## src/rtl/alu_multicycle_if.sv

```systemverilog
// Operand/result bundle between the EX-stage control FSM (master) and alu_multicycle (slave).
// Handshake: start is taken on a rising edge only while busy=0; a taken start yields exactly one
// done pulse, in whose cycle result/zero/div_by_zero are valid. start while busy=1 is dropped.
interface alu_multicycle_if #(
  parameter int WIDTH = 32
);
  logic             start;
  logic [3:0]       sel;
  logic [WIDTH-1:0] a;
  logic [WIDTH-1:0] b;
  logic [WIDTH-1:0] result;
  logic             zero;
  logic             busy;
  logic             done;
  logic             div_by_zero;

  modport master (
    output start, sel, a, b,
    input  result, zero, busy, done, div_by_zero
  );

  modport slave (
    input  start, sel, a, b,
    output result, zero, busy, done, div_by_zero
  );
endinterface

```

## src/rtl/alu_multicycle.sv

```systemverilog
// EX-stage ALU: single-cycle logic/arith ops plus iterative shift-add MUL and restoring
// unsigned DIV, each taking WIDTH cycles behind a start/busy/done handshake.
module alu_multicycle #(
  parameter int WIDTH = 32
) (
  input  logic                 clk,
  input  logic                 rst_n,
  alu_multicycle_if.slave      bus,
  output logic [1:0]           dbg_state
);
  localparam int CW = $clog2(WIDTH) + 1;

  localparam logic [3:0] SEL_AND = 4'b0000;
  localparam logic [3:0] SEL_OR  = 4'b0001;
  localparam logic [3:0] SEL_ADD = 4'b0010;
  localparam logic [3:0] SEL_SUB = 4'b0110;
  localparam logic [3:0] SEL_SLT = 4'b0111;
  localparam logic [3:0] SEL_MUL = 4'b0011;
  localparam logic [3:0] SEL_DIV = 4'b0100;
  localparam logic [3:0] SEL_NOP = 4'b1000;

  typedef enum logic [1:0] {IDLE = 2'd0, MUL_RUN = 2'd1, DIV_RUN = 2'd2} state_t;

  state_t           state, state_nxt;
  logic [CW-1:0]    cnt;
  // MUL: opx = shifted multiplicand, opy = shifted multiplier, acc = partial product.
  // DIV: opx = dividend shifting into quotient, opy = divisor, acc = partial remainder.
  logic [WIDTH-1:0] opx, opy, acc;
  logic [WIDTH-1:0] sc_res, mul_acc_nxt, div_rem_nxt, div_quo_nxt;
  logic [WIDTH:0]   div_shift, div_diff;
  logic             idle, mul_start, div_start, sc_start, last;

  assign idle      = (state == IDLE);
  assign mul_start = idle && bus.start && (bus.sel == SEL_MUL);
  assign div_start = idle && bus.start && (bus.sel == SEL_DIV) && (bus.b != '0);
  assign sc_start  = idle && bus.start && !mul_start && !div_start;
  assign last      = (cnt == CW'(WIDTH - 1));
  assign bus.busy  = !idle;
  assign dbg_state = state;

  always_comb begin
    sc_res = bus.a + bus.b;
    case (bus.sel)
      SEL_AND: sc_res = bus.a & bus.b;
      SEL_OR:  sc_res = bus.a | bus.b;
      SEL_ADD: sc_res = bus.a + bus.b;
      SEL_SUB: sc_res = bus.a - bus.b;
      SEL_SLT: sc_res = {{(WIDTH-1){1'b0}}, ($signed(bus.a) < $signed(bus.b))};
      SEL_NOP: sc_res = '0;
      SEL_DIV: sc_res = '1;  // only reached with b == 0
      default: sc_res = bus.a + bus.b;
    endcase
  end

  always_comb begin
    mul_acc_nxt = acc + (opy[0] ? opx : '0);
    div_shift   = {acc, opx[WIDTH-1]};
    div_diff    = div_shift - {1'b0, opy};
    // No borrow means the divisor fits: keep the difference and shift in a 1.
    if (!div_diff[WIDTH]) begin
      div_rem_nxt = div_diff[WIDTH-1:0];
      div_quo_nxt = {opx[WIDTH-2:0], 1'b1};
    end else begin
      div_rem_nxt = div_shift[WIDTH-1:0];
      div_quo_nxt = {opx[WIDTH-2:0], 1'b0};
    end
  end

  always_comb begin
    state_nxt = state;
    case (state)
      IDLE: begin
        if (mul_start)      state_nxt = MUL_RUN;
        else if (div_start) state_nxt = DIV_RUN;
      end
      MUL_RUN: if (last) state_nxt = IDLE;
      DIV_RUN: if (last) state_nxt = IDLE;
      default: state_nxt = IDLE;
    endcase
  end

  always_ff @(posedge clk or negedge rst_n) begin
    if (!rst_n) state <= IDLE;
    else        state <= state_nxt;
  end

  always_ff @(posedge clk or negedge rst_n) begin
    if (!rst_n) begin
      cnt             <= '0;
      opx             <= '0;
      opy             <= '0;
      acc             <= '0;
      bus.result      <= '0;
      bus.zero        <= 1'b1;
      bus.done        <= 1'b0;
      bus.div_by_zero <= 1'b0;
    end else begin
      bus.done <= 1'b0;
      case (state)
        IDLE: begin
          if (mul_start || div_start) begin
            opx <= bus.a;
            opy <= bus.b;
            acc <= '0;
            cnt <= '0;
          end else if (sc_start) begin
            bus.result      <= sc_res;
            bus.zero        <= ~|sc_res;
            bus.div_by_zero <= (bus.sel == SEL_DIV);
            bus.done        <= 1'b1;
          end
        end
        MUL_RUN: begin
          opx <= opx << 1;
          opy <= opy >> 1;
          acc <= mul_acc_nxt;
          cnt <= cnt + 1'b1;
          if (last) begin
            bus.result      <= mul_acc_nxt;
            bus.zero        <= ~|mul_acc_nxt;
            bus.div_by_zero <= 1'b0;
            bus.done        <= 1'b1;
          end
        end
        DIV_RUN: begin
          opx <= div_quo_nxt;
          acc <= div_rem_nxt;
          cnt <= cnt + 1'b1;
          if (last) begin
            bus.result      <= div_quo_nxt;
            bus.zero        <= ~|div_quo_nxt;
            bus.div_by_zero <= 1'b0;
            bus.done        <= 1'b1;
          end
        end
        default: ;
      endcase
    end
  end
endmodule

```

## src/flat_wrapper.sv

```systemverilog
// flat-port wrapper written by rule: the top's interface ports become plain ports
module alu_multicycle_flat 
#(
  parameter int WIDTH = 32
)
  (clk, rst_n, dbg_state, bus_start, bus_sel, bus_a, bus_b, bus_result, bus_zero, bus_busy, bus_done, bus_div_by_zero);
  alu_multicycle_if #(.WIDTH(WIDTH)) bus_i ();
  input  logic clk;
  input  logic rst_n;
  output logic [1:0] dbg_state;
  input wire logic [$bits(bus_i.start)-1:0] bus_start;
  input wire logic [$bits(bus_i.sel)-1:0] bus_sel;
  input wire logic [$bits(bus_i.a)-1:0] bus_a;
  input wire logic [$bits(bus_i.b)-1:0] bus_b;
  output wire logic [$bits(bus_i.result)-1:0] bus_result;
  output wire logic [$bits(bus_i.zero)-1:0] bus_zero;
  output wire logic [$bits(bus_i.busy)-1:0] bus_busy;
  output wire logic [$bits(bus_i.done)-1:0] bus_done;
  output wire logic [$bits(bus_i.div_by_zero)-1:0] bus_div_by_zero;
  assign bus_i.start = bus_start;
  assign bus_i.sel = bus_sel;
  assign bus_i.a = bus_a;
  assign bus_i.b = bus_b;
  assign bus_result = bus_i.result;
  assign bus_zero = bus_i.zero;
  assign bus_busy = bus_i.busy;
  assign bus_done = bus_i.done;
  assign bus_div_by_zero = bus_i.div_by_zero;
  alu_multicycle #(.WIDTH(WIDTH)) u_core (.clk(clk), .rst_n(rst_n), .bus(bus_i), .dbg_state(dbg_state));
endmodule
```

## config.mk

```make
export PLATFORM = sky130hd
export DESIGN_NAME = alu_multicycle_flat
export DESIGN_NICKNAME = d
export VERILOG_FILES = /design/src/rtl/alu_multicycle_if.sv /design/src/rtl/alu_multicycle.sv /design/src/flat_wrapper.sv
export SDC_FILE = /design/constraint.sdc
export NUM_CORES = 1
export LEC_CHECK = 0
export CORE_ASPECT_RATIO = 2
export CORE_MARGIN = 2
export CORE_UTILIZATION = 37
export CTS_CLUSTER_SIZE = 12
export DETAILED_ROUTE_END_ITERATION = 16
export SYNTH_ARGS = -nofsm -noshare
export SYNTH_HDL_FRONTEND = slang
export SYNTH_SLANG_ARGS = --single-unit
```

## constraint.sdc

```tcl
create_clock -name clk -period 4.55 [get_ports clk]
set_input_delay 1.365 -clock clk [delete_from_list [all_inputs] [get_ports clk]]
set_output_delay 1.365 -clock clk [all_outputs]
set_load 0.05 [all_outputs]
```

==> out/qor.txt, run 1 <==
GLOBAL ROUTE
--------------------------------------------------------------------------------
Largest net degree at the start of global routing                             72
Total global routing track utilization                                     34.2%
Number of antenna violations at the first check in global routing              0
Global-route wire length before repair                                 115000 um
Vias in the first global route                                             19400
Overflow left after global routing                                             0

SYNTHESIS
--------------------------------------------------------------------------------
Sequential fraction of the synthesis area                                  21.7%
Synth top area cells                                                sky130_fd_sc_hd__dfrtp_1, sky130_fd_sc_hd__ha_1, sky130_fd_sc_hd__a21oi_1
Count of state elements after synthesis                                      139
EDFF count, synth                                                              0
Post-synth top cells                                                sky130_fd_sc_hd__a21oi_1, sky130_fd_sc_hd__ha_1, sky130_fd_sc_hd__inv_1
Cell taking the most area after synthesis                           sky130_fd_sc_hd__dfrtp_1
Number of instances in the synthesized netlist                              2102
Top cell type's share of synthesized area                                  21.5%
Syn_area_per_cell                                                     7.63 sq um
Netlist cell types                                                            96
Async S/R FF share, synth                                                   100%
Top-count cell post-synth                                           sky130_fd_sc_hd__a21oi_1
Nets in the synthesized netlist                                             2342
Area of the mapped netlist                                           16000 sq um
Yosys warnings                                                                 0
Top FF cell, synth                                                  sky130_fd_sc_hd__dfrtp_1

CLOCKING
--------------------------------------------------------------------------------
Max H-tree Level                                                               4
Clock slew at reported path FFs                                          0.07 ns
TritonCTS clock tree                                                        done
Number of buffers inserted during clock tree synthesis                        17
Library cell used as clock root buffer                              sky130_fd_sc_hd__clkbuf_16
Sinks on the clock net                                                       139
Maximum root-to-sink buffer count                                              2
Latest clock arrival within the worst-skew pair                          0.44 ns
CTS Hold Buffers Added                                                         0

POWER AND IR DROP
--------------------------------------------------------------------------------
Maximum vdd drop                                                        0.409 mV
Static power due to leakage                                              10.9 nW
Power per cell area                                                  500 nW/um^2

DIE
--------------------------------------------------------------------------------
Die boundary width                                                        151 um
Effective utilization at floorplan                                         37.5%
Placeable core region                                                42700 sq um
I/O Pins                                                                     109
Die Outline Area                                                     45100 sq um
Die Span Y                                                                298 um
Row Count                                                                    107

TIMING
--------------------------------------------------------------------------------
Final slew viol count                                                          0
Post-route minimum period                                                4.80 ns
Peak Freq                                                              0.208 GHz
Post-route fraction of the period consumed by the critical path             105%
Final-report hold violation count                                              0
Worst path setup slack after routing                                   -0.249 ns
Unrepaired setup endpoints after global routing                              yes
Worst-margin pin slew                                                   0.885 ns
Worst setup skew after layout                                          0.0135 ns
Setup-violating endpoint count in the final report                             1
Worst hold margin                                                       0.485 ns
Slew headroom                                                              40.3%

LAYOUT
--------------------------------------------------------------------------------
Non-filler instance count after layout                                      3171
Share of post-route cells with drive strength above 1                      27.0%
Filler instances                                                            4085
Final net count                                                             2853
Antenna diode count                                                            0
Synthesis-to-layout area growth                                            41.5%

SETUP PATH
--------------------------------------------------------------------------------
Element type at the critical path end                                       flop
Critical-path cell list                                             buf_6 > buf_8 > nor4_4 > nand4_1 > o2111ai_4 > buf_4 > and2_1 > nand2_1 > nor4_2 > nand4_1 > nor4b_2 > buf_4 > nand4b_1 > or4_1 > or4b_4 > o311ai_2
CP Launch Type                                                         input pin
Cell with the largest stage delay on the worst path                 sky130_fd_sc_hd__nor4_4
Critical Setup Path Class                                           input pin to flop
Critical path data arrival time                                          5.15 ns
Worst setup startpoint                                                  bus_b[2]
Critical Path Fanout Max                                                       4
R2R Path Start                                                      u_core.opy[0]
Biggest cell delay along the critical path                               0.53 ns
Worst path required time                                                 4.90 ns

ROUTE
--------------------------------------------------------------------------------
Detailed-route vias per instance                                            6.00
Total wire length after detailed routing                                78200 um
Routed wire length per instance                                          24.7 um
DRC                                                                            0
Starting DRC count in detailed routing                                      1311
Number of nets with antenna violations after routing                           0
First-pass iteration count of the detailed router                              6
Number of vias in the routed layout                                        19000

STATUS
--------------------------------------------------------------------------------
Outcome                                                             complete, but fails checks
Violations in the final reports                                     setup timing

PLACED DESIGN
--------------------------------------------------------------------------------
IO Port Bufs                                                                 108
Cell Count Post-Placement                                                   3104
Routability cong.                                                          0.989
Post-DP HPWL                                                            63200 um

WORST HOLD PATH
--------------------------------------------------------------------------------
Worst hold path class                                               flop to flop
Hold_sp                                                             u_core.bus.result[16]

JOB
--------------------------------------------------------------------------------
Number of max-capacitance violations reported                                  0

[registers in the layout, indices dropped and copies added (netlist names)]
name	flops
u_core.acc	32
u_core.bus.div_by_zero	1
u_core.bus.done	1
u_core.bus.result	32
u_core.bus.zero	1
u_core.cnt	6
u_core.dbg_state	2
u_core.opx	32
u_core.opy	32
[path summary, 6_finish.rpt]
path / endpoint / slack [ns] / cells after the start
worst min register to register: u_core.bus.result[16] / 0.48 / 2
min in group asynchronous: u_core.bus.result[3] / 0.94 / 1
max in group asynchronous: u_core.bus.zero / 2.69 / 2
worst max register to register: u_core.bus.zero / -0.05 / 17
worst max-delay path: u_core.bus.zero / -0.25 / 16
worst min-delay path: u_core.bus.result[16] / 0.48 / 2
[logic make-up after synthesis]
logic type,Yosys count,synth area share [%]
AO/OA/AOI/OAI,762,32.1
AND/OR/NAND/NOR,635,19.8
buffers and inverters,293,7.00
adder cells (fa/ha/maj),169,13.4
flip-flops,139,21.7
XOR/XNOR,67,3.66
multiplexers,37,2.32
[critical path, delay by kind of cell]
family | cells | cell delay, ns
AND/OR/NAND/NOR | 10 | 2.69
buffers and inverters | 4 | 0.59
AO/OA/AOI/OAI | 2 | 0.49
[what timing repair did]
item | 4_1_cts | 5_1_grt
buffers inserted | 26 | 11
cloned | 0 | 4
gates resized for setup | 168 | 70
pin swaps | 32 | 33
setup endpoints to repair | 24 | 88
[layer usage]
layer	vias up	track usage [%]	part of all wire (%)
met5	-	0	0
met4	0	25.7	9.5
met3	280	2.81	4.0
met2	673	61.7	52
met1	9257	36.0	35
li1	8807	-	-
[through the flow]
step | instance area [sq um] | util [%] | worst slack [ns] | power [mW] | TNS [ns]
3_3_place_gp | 21100 | 49.5 | -1.49 | 9.46 | -19.11
2_1_floorplan | 16100 | - | 0.00244 | 6.41 | 0
5_1_grt | 22700 | 53.1 | -0.328 | 12.0 | -0.475
4_1_cts | 22300 | 52.2 | -0.226 | 11.1 | -0.226
6_report | 22700 | 53.1 | -0.249 | 11.4 | -0.249
3_5_place_dp | 21100 | 49.5 | -1.46 | 9.55 | -21.09
[placed cells by master, fill, tap and decap left out, drive strengths merged, types with 23 or more instances in the layout]
master and count:
a21o 47, a21oi 197, a221o 45, a31oi 35, and2 46, and3 39
buf 518, clkbuf 25, clkdlybuf4s50 61, dfrtp 138, ha 165, inv 172
mux2i 36, nand2 147, nand3 50, nor2 161, nor3 44, nor4 26
o211ai 34, o21ai 166, o311ai 23, xnor2 36, xor2 31
[final cells by class]
class                           count  area, sq um  area share, %
Multi-Input combinational cell   1670        12100           53.5
Tap cell                          545          682           3.01
Clock inverter                     14          160          0.706
Timing Repair Buffer              619         5170           22.8
Sequential cell                   139         3480           15.3
Inverter                          166          623           2.75
Clock buffer                       18          439           1.94
[where the power goes]
part           internal (mW)  leakage, nW  switching [mW]
Combinational           3.03         8.84            4.50
Sequential              1.75         1.75           0.631
Clock                  0.833        0.281           0.619
Power figures use the tool's default switching activity.
==> run 2, diff against run 1 <==
--- a/config.mk
+++ b/config.mk
@@ -10,6 +10,7 @@
 export CORE_UTILIZATION = 37
 export CTS_CLUSTER_SIZE = 12
 export DETAILED_ROUTE_END_ITERATION = 16
+export SLEW_MARGIN = 20
 export SYNTH_ARGS = -nofsm -noshare
 export SYNTH_HDL_FRONTEND = slang
 export SYNTH_SLANG_ARGS = --single-unit
==> results of run 2 <==
Same layout as run 1: the final DEF is identical, and so are final timing and power.
